==> src/rtl/soc_bus_pkg.sv <==
// soc_bus_pkg: address map, slave indices and FSM encoding for the SoC Wishbone bus.
//   Contents: BOOTROM/RAM/IO base+mask pairs, S_* slave indices, ST_* state codes,
//   bit_at() helper selecting one bit of a per-slave vector by slave index.
package soc_bus_pkg;

    localparam logic [31:0] BOOTROM_BASE = 32'hb000_0000;
    localparam logic [31:0] BOOTROM_MASK = 32'hffff_8000;
    localparam logic [31:0] RAM_BASE     = 32'hb000_8000;
    localparam logic [31:0] RAM_MASK     = 32'hffff_8000;
    localparam logic [31:0] IO_BASE      = 32'hc000_0000;
    localparam logic [31:0] IO_MASK      = 32'hffff_0000;

    localparam logic [1:0] S_BOOTROM = 2'd0;
    localparam logic [1:0] S_RAM     = 2'd1;
    localparam logic [1:0] S_IO      = 2'd2;

    typedef logic [1:0] state_t;
    localparam state_t ST_IDLE = 2'd0;
    localparam state_t ST_BUSY = 2'd1;
    localparam state_t ST_ERR  = 2'd2;

    // Index 3 never occurs; it falls back to the bootrom bit rather than reading out of range.
    function automatic logic bit_at(input logic [2:0] v, input logic [1:0] i);
        return i == S_IO ? v[2] : i == S_RAM ? v[1] : v[0];
    endfunction

endpackage

==> src/rtl/wb_addr_decode.sv <==
// wb_addr_decode: combinational master address -> slave index decoder.
//   addr   in  32  master byte address
//   mapped out 1   address hits bootrom, RAM or IO
//   dec    out 2   slave index (S_BOOTROM/S_RAM/S_IO), S_BOOTROM when unmapped
module wb_addr_decode
    import soc_bus_pkg::*;
(
    input  logic [31:0] addr,
    output logic        mapped,
    output logic [1:0]  dec
);
    logic rom, ram, io;
    always_comb begin
        rom    = (addr & BOOTROM_MASK) == BOOTROM_BASE;
        ram    = (addr & RAM_MASK) == RAM_BASE;
        io     = (addr & IO_MASK) == IO_BASE;
        mapped = rom | ram | io;
        dec    = io ? S_IO : ram ? S_RAM : S_BOOTROM;
    end
endmodule

==> src/rtl/wb_interconnect.sv <==
// wb_interconnect: single-master, three-slave pipelined Wishbone controller with
// one outstanding transaction, bus error on unmapped access or slave timeout.
//   clk, reset          clock, async active-high reset
//   i_wb_*/i_we/i_addr/i_data   master request;  o_data/o_wb_stall/o_wb_ack/o_wb_err to master
//   o_s_addr/o_s_data/o_s_we    passthrough to all slaves;  o_s_stb one-hot slave strobe
//   i_s_stall/i_s_ack/i_s_data* per-slave responses;  o_err_count saturating error count
module wb_interconnect
    import soc_bus_pkg::*;
#(
    parameter int TIMEOUT = 16,
    parameter int CNT_W   = 8
) (
    input  logic             clk,
    input  logic             reset,
    input  logic             i_wb_cyc,
    input  logic             i_wb_stb,
    input  logic             i_we,
    input  logic [31:0]      i_addr,
    input  logic [31:0]      i_data,
    output logic [31:0]      o_data,
    output logic             o_wb_stall,
    output logic             o_wb_ack,
    output logic             o_wb_err,
    output logic [31:0]      o_s_addr,
    output logic [31:0]      o_s_data,
    output logic             o_s_we,
    output logic [2:0]       o_s_stb,
    input  logic [2:0]       i_s_stall,
    input  logic [2:0]       i_s_ack,
    input  logic [31:0]      i_s_data0,
    input  logic [31:0]      i_s_data1,
    input  logic [31:0]      i_s_data2,
    output logic [CNT_W-1:0] o_err_count
);
    logic       mapped;
    logic [1:0] dec;
    state_t     state;
    logic [1:0] sel;
    logic [7:0] tmo;
    logic       err_q;
    logic       idle, busy, req, timeout;

    wb_addr_decode u_dec (.addr(i_addr), .mapped(mapped), .dec(dec));

    always_comb begin
        idle       = state == ST_IDLE;
        busy       = state == ST_BUSY;
        req        = i_wb_cyc & i_wb_stb;
        o_s_addr   = i_addr;
        o_s_data   = i_data;
        o_s_we     = i_we;
        // Unmapped requests never stall, so they are accepted straight into ERR.
        o_wb_stall = idle ? i_wb_stb & mapped & bit_at(i_s_stall, dec) : 1'b1;
        o_s_stb    = (idle & req & mapped) ? 3'b001 << dec : 3'b000;
        // A dropped cyc suppresses the ack so an aborted cycle never completes.
        o_wb_ack   = busy & i_wb_cyc & bit_at(i_s_ack, sel);
        o_data     = !o_wb_ack ? 32'h0 : sel == S_IO ? i_s_data2 : sel == S_RAM ? i_s_data1 : i_s_data0;
        timeout    = busy & i_wb_cyc & !o_wb_ack & (tmo == 8'(TIMEOUT - 1));
        o_wb_err   = err_q;
    end

    always_ff @(posedge clk or posedge reset) begin
        if (reset) begin
            state       <= ST_IDLE;
            sel         <= S_BOOTROM;
            tmo         <= 8'd0;
            err_q       <= 1'b0;
            o_err_count <= '0;
        end else begin
            err_q <= timeout | (idle & req & !mapped);
            if (err_q && o_err_count != '1)
                o_err_count <= o_err_count + CNT_W'(1);
            case (state)
                ST_IDLE: if (req && !o_wb_stall) begin
                    state <= mapped ? ST_BUSY : ST_ERR;
                    sel   <= mapped ? dec : sel;
                    tmo   <= 8'd0;
                end
                ST_BUSY: begin
                    tmo   <= tmo + 8'd1;
                    state <= (!i_wb_cyc || o_wb_ack || timeout) ? ST_IDLE : ST_BUSY;
                end
                default: state <= ST_IDLE;
            endcase
        end
    end
endmodule
==> config.mk <==
export PLATFORM = sky130hd
export DESIGN_NAME = wb_interconnect
export DESIGN_NICKNAME = d
export VERILOG_FILES = /design/src/rtl/soc_bus_pkg.sv /design/src/rtl/wb_addr_decode.sv /design/src/rtl/wb_interconnect.sv
export SDC_FILE = /design/constraint.sdc
export NUM_CORES = 1
export LEC_CHECK = 0
export CORE_AREA = 3 3 110 112
export DETAILED_ROUTE_END_ITERATION = 7
export DIE_AREA = 0 0 113 115
export PLACE_DENSITY = 0.7
export SLEW_MARGIN = 20
export SYNTH_ARGS = -nofsm -noshare
export SYNTH_HDL_FRONTEND = slang
export SYNTH_SLANG_ARGS = --single-unit
==> constraint.sdc <==
create_clock -name clk -period 1.95 [get_ports clk]
set_input_delay 0.195 -clock clk [delete_from_list [all_inputs] [get_ports clk]]
set_output_delay 0.195 -clock clk [all_outputs]
set_load 0.1 [all_outputs]
==> results.cfg, run 1 <==
[placement]
placed_area_um2 = 5630
dp_slack_ns = -0.291
portBuffers = 185
hpwl_um = 8180
place_congestion = 0.794
dp.cells = 622

[sta]
fmax_mhz = 449
fin_ws_ns = -0.278
hold_violations = 0
skew_ns = 0.00388
fin_crit_sh_pct = 114
setup_viol = 33
period_minus_slack_ns = 2.23
rsz0062_at_grt = true
slew-limit-headroom_pct = 63.0
worst_pin_slew_ns = 0.556
slew_violations = 0

[setup_path]
worst-path-max-fanout = 21
required_ns = 1.75
crit_path_start_kind = flip-flop
criticalPathCategory = reg2out
critPathArrivalTime_ns = 2.03
endpoint_kind = output port

[pwr]
p_per_area_nw_per_um2 = 395
leakage_nw = 2.37
peakVddDrop_v = 0.000498

[yosys]
ys_ff_latch = 21
ys_seq_area_share_pct = 18.9
synth_top_flop_cell = dfrtp_1
synthDistinctLibCells = 39
syn_avg_cell_area_um2 = 8.14
synthArstFlopShare_pct = 100
synth_edf_count = 0
syn_area_um2 = 2780
synth_fp_nets = 515
yosysWarnings = 0
synthCells = 342

[global_routing]
grt_pass1_vias = 3359
grt.busiest_layer = met2
grt_pass1_wl_um = 16000
grt_use_met1_pct = 16.4
grtUsageMet2_pct = 27.4
track_usage_pct = 14.7
grt.met3_usage_pct = 5.26
grt_max_degree = 66
grt.overflow.total = 0
antenna_found_initial = 0

[cells_and_area]
layout-drive-gt1-share_pct = 35.2
syn2layout_area_growth_pct = 106
stdcell_count = 629
diodes = 0
final_area_um2 = 5750
fin_nets = 660

[die]
die_w_um = 113
num_rows = 39
initial_utilization_pct = 24.6
core_area_um2 = 11300
die_h_um = 115
die_area_um2 = 13000
num_io_pins = 282

[status]
status = finished, violations left
violations = negative setup slack

[clocking]
cts_buffer_depth = 2
cts.sinks = 21
cts_tree = done
cts-root-buf = clkbuf_16
cts_made_buffers = 3
clkTransAtPathRegs_ns = 0.06
htree_levels = 1
clock_latency_ns = 0.25

[route]
vias_per_cell = 4.93
remaining_drc_errors = 0
ant_nets = 0
firstDrtPassIters = 4
drtIter0Drc = 135
wire_per_inst_um = 15.8
wl_um = 9930
dr_total_vias = 3101

[job]
cap_violations = 0

[min_path]
min_path_type = in2async
==> cell usage in the layout, fill, tap and decap left out, types with 2 or more instances in the layout <==
master           instances
a211oi_1                32
a211oi_4                32
a21oi_1                  8
a31oi_1                  2
and3_1                   2
buf_12                  58
buf_4                   47
clkbuf_16                3
clkdlybuf4s50_1        105
dfrtp_1                 13
dfrtp_2                  5
dfrtp_4                  3
dlygate4sd2_1           16
ha_1                     2
inv_1                    6
mux2i_1                 36
nand2_1                 15
nand2b_1                 2
nand3_1                  6
nand3_2                  2
nand4_1                  3
nor2_1                   5
nor2b_1                 34
nor4_4                   5
o21a_1                   5
o21ai_0                  2
xnor2_1                  6
xor2_1                   3
==> logic make-up (layout without fill, tap and decap cells) <==
kind of cell	count (synthesis)	after routing	synth area share (%)
xor+xnor	9	9	2.83
buf+inv	95	239	21.8
simple gates	88	88	18.9
mux	37	37	13.3
flops	21	21	18.9
fa+ha+maj	2	2	0.899
compound gates	90	90	23.4
==> where the power goes <==
| part | internal (mW) | switching [mW] |
|---|---|---|
| registers | 0.513 | 0.0915 |
| logic | 0.492 | 0.748 |
| clock network | 0.278 | 0.150 |
| total | 1.28 | 0.990 |
==> worst max-delay path, cell delays in order, from the launching register on <==
cell	delay (ns)
dfrtp_4	0.51
mux2i_1	0.14
mux2i_2	0.26
nand3_4	0.15
buf_12	0.22
a211oi_4	0.27
buf_12	0.21
==> cell type report <==
| class | instances | area (um^2) |
|---|---|---|
| Sequential cell | 21 | 543 |
| Timing Repair Buffer | 228 | 2730 |
| Multi-Input combinational cell | 226 | 2190 |
| Fill cell | 1007 | 5570 |
| Inverter | 7 | 26.3 |
| Tap cell | 143 | 179 |
| Clock buffer | 4 | 78.8 |
==> sequential cells by signal (all words and copies together), names as in the netlist <==
| register | count |
|---|---|
| tmo | 8 |
| sel | 2 |
| state | 2 |
| o_err_count | 8 |
| o_wb_err | 1 |
==> cells in the mapped netlist, types with 3 or more instances <==
cell       n  area, um^2
nor2b_1   34         213
nor2_1     7        26.3
mux2i_1   37         370
buf_2      5        25.0
nand2_1   16        60.1
xnor2_1    6        52.6
clkbuf_1  18        67.6
nor4_1     3        18.8
a31oi_1    3        18.8
nand3_1    8        40.0
a21oi_1    8        40.0
and3_1     3        18.8
xor2_1     3        26.3
o21a_1     5        37.5
inv_1      7        26.3
dfrtp_1   21         526
a211oi_1  64         480
buf_4     65         488
nand4_1    3        18.8
==> worst paths after layout <==
kind / startpoint / to / slack (ns) / depth (start not counted)
max reg2reg: state[1] / sel[1] / 0.23 / 5
min: reset / tmo[1] / 0.29 / 3
min in group clk: i_addr[2] / o_s_addr[2] / 0.39 / 0
max in group asynchronous: reset / o_err_count[0] / 1.42 / 3
max: sel[0] / o_data[12] / -0.28 / 6
min reg2reg: o_err_count[5] / o_err_count[5] / 0.50 / 1
==> per-layer routing <==
layer  up-vias  wire (um)
met4         0        119
met3        14       1130
met1      1461       3570
met2       176       5110
li1       1450          -
met5         -          0
==> repair_timing <==
| item | CTS | global route |
|---|---|---|
| gates resized for setup | 20 | 4 |
| endpoints found under the setup margin | 38 | 44 |
| pin swaps | 9 | 2 |
| hold buffers | 0 | 0 |
| buffers inserted | 3 | 0 |
==> through the flow <==
step	util (%)	hold slack (ns)	power [mW]	TNS (ns)
after global routing	50.8	0.339	2.38	-9.68
after global placement	49.8	0.391	1.83	-4.16
after CTS	50.6	0.295	2.28	-7.53
after detailed placement	49.8	0.391	1.86	-5.07
after floorplan	-	0.171	1.80	-11.93
final	50.8	0.286	2.27	-6.81
Note: power is estimated with default switching activity, not from simulation.
==> run 2, diff against run 1 <==
--- a/config.mk
+++ b/config.mk
@@ -5,6 +5,7 @@
 export SDC_FILE = /design/constraint.sdc
 export NUM_CORES = 1
 export LEC_CHECK = 0
+export ABC_CLOCK_PERIOD_IN_PS = 2500
 export CORE_AREA = 3 3 110 112
 export DETAILED_ROUTE_END_ITERATION = 7
 export DIE_AREA = 0 0 113 115
==> constraint.sdc (replaced) <==
create_clock -name clk -period 2.5 [get_ports clk]
set_input_delay 0.25 -clock clk [delete_from_list [all_inputs] [get_ports clk]]
set_output_delay 0.25 -clock clk [all_outputs]
set_load 0.1 [all_outputs]
==> run 2 against run 1 <==
Effect of this change:
- the flow now finishes without violations
- worst setup slack improved by 0.43 ns
- die area is the same
- register-to-register slack better by 0.48 ns
- largest power group unchanged
==> results.cfg, run 2 (synthesis results as in run 1) <==
[sta]
fin_ws_ns = 0.153
period_minus_slack_ns = 2.35
slew_violations = 0
rsz0062_at_grt = false
setup_viol = 0
worst_pin_slew_ns = 0.784
slew-limit-headroom_pct = 47.7
fin_crit_sh_pct = 93.9
skew_ns = 0.00105
hold_violations = 0
fmax_mhz = 426

[setup_path]
endpoint_kind = output port
critPathArrivalTime_ns = 2.10
worst-path-max-fanout = 6
criticalPathCategory = in2out
worstSetupStartpoint = i_addr[28]
r2r_start = state[0]
required_ns = 2.25
crit_path_start_kind = input port

[route]
wire_per_inst_um = 16.0
ant_nets = 0
wl_um = 9500
dr_total_vias = 2888
remaining_drc_errors = 0
firstDrtPassIters = 4
vias_per_cell = 4.86
drtIter0Drc = 144

[pwr]
switching_share_pct = 44.2
p_sw_mw = 0.737
peakVddDrop_v = 0.000376
seqPwrFrac_pct = 27.6
clockPowerShare_pct = 19.9
p_int_mw = 0.931
leakage_nw = 2.03
pwr-share-comb_pct = 52.5
p_per_area_nw_per_um2 = 325

[die]
die_area_um2 = 13000
num_rows = 39
die_h_um = 115
num_io_pins = 282
initial_utilization_pct = 24.6
die_w_um = 113
core_area_um2 = 11300

[cells_and_area]
mostFrequentLayoutCells = clkdlybuf4s50_1, buf_12, mux2i_1
diodes = 0
syn2layout_area_growth_pct = 84.4
top_regs = o_err_count (8), tmo (8)
fin_nets = 625
final_area_um2 = 5130
final_common_cell = clkdlybuf4s50_1
layout-drive-gt1-share_pct = 26.6

[clocking]
htree_levels = 1
cts-root-buf = clkbuf_16
cts.sinks = 21
cts_tree = done
cts_hold_buf = 0
cts_setup_buffers = 0
clkTransAtPathRegs_ns = 0.05
cts_made_buffers = 3
ctsResizeCount = 0
clock_latency_ns = 0.25
cts_buffer_depth = 2

[placement]
hpwl_um = 7740
place_congestion = 0.768
placed_area_um2 = 5050
dp_slack_ns = 0.190
portBuffers = 185

[global_routing]
antenna_found_initial = 0
track_usage_pct = 14.3
grt_pass1_wl_um = 15400
grt_max_degree = 66
grt_pass1_vias = 3099
grt.overflow.total = 0

[min_path]
min_path_type = in2async

[status]
status = finished, final reports clean

[job]
cap_violations = 0
==> run 2: changes by cell type in the layout (fill, tap and decap cells not counted), sizes merged <==
cell / change
dlymetal6s2s: -1
clkdlybuf4s50: +17
dlygate4sd2: -16
buf: -35
==> run 2: cell type report <==
type | count | area, um^2
clock buffer | 4 | 78.8
inverter | 7 | 26.3
multi-input combinational | 226 | 2070
fill | 1044 | 6190
timing repair buffer | 193 | 2240
sequential | 21 | 533
tap | 143 | 179
==> run 2: final timing paths <==
check / to / slack, ns / depth (start not counted)
max in group asynchronous: sel[1] / 1.48 / 2
min in group clk: o_s_addr[14] / 0.50 / 0
min: o_err_count[7] / 0.45 / 2
min reg2reg: o_err_count[7] / 0.51 / 1
max reg2reg: sel[1] / 0.71 / 5
max: o_wb_stall / 0.15 / 7
==> run 2: per-stage QoR <==
step / hold slack [ns] / cells / TNS, ns / power [mW] / util (%)
6_report: 0.451 / 594 / 0 / 1.67 / 45.3
5_1_grt: 0.500 / 594 / 0 / 1.75 / 45.3
4_1_cts: 0.482 / 594 / 0 / 1.68 / 45.3
3_5_place_dp: 0.491 / 590 / 0 / 1.35 / 44.7
3_3_place_gp: 0.481 / 590 / 0 / 1.33 / 44.7
2_1_floorplan: 0.227 / 342 / -1.76 / 1.38 / -
==> run 2: power groups by stage <==
stage / Sequential, mW / Clock (mW) / Combinational [mW]
detailed placement: 0.467 / 0 / 0.880
global route: 0.476 / 0.351 / 0.922
CTS: 0.461 / 0.339 / 0.883
finish: 0.461 / 0.332 / 0.876
floorplan: 0.711 / 0 / 0.673
global placement: 0.460 / 0 / 0.867
==> run 2: worst max-delay path, stage by stage <==
cell	delay, ns
clkdlybuf4s50_1	0.57
and4b_1	0.27
a32oi_1	0.13
nor2_1	0.23
a31oi_1	0.08
o41ai_2	0.34
buf_12	0.23
==> run 2: metal layers <==
layer	track usage [%]	part of all wire [%]	up-vias
met2	26.0	51	162
met5	0	0	-
met3	4.26	9.5	26
met1	16.5	38	1322
li1	-	-	1378
met4	3.37	1.7	0
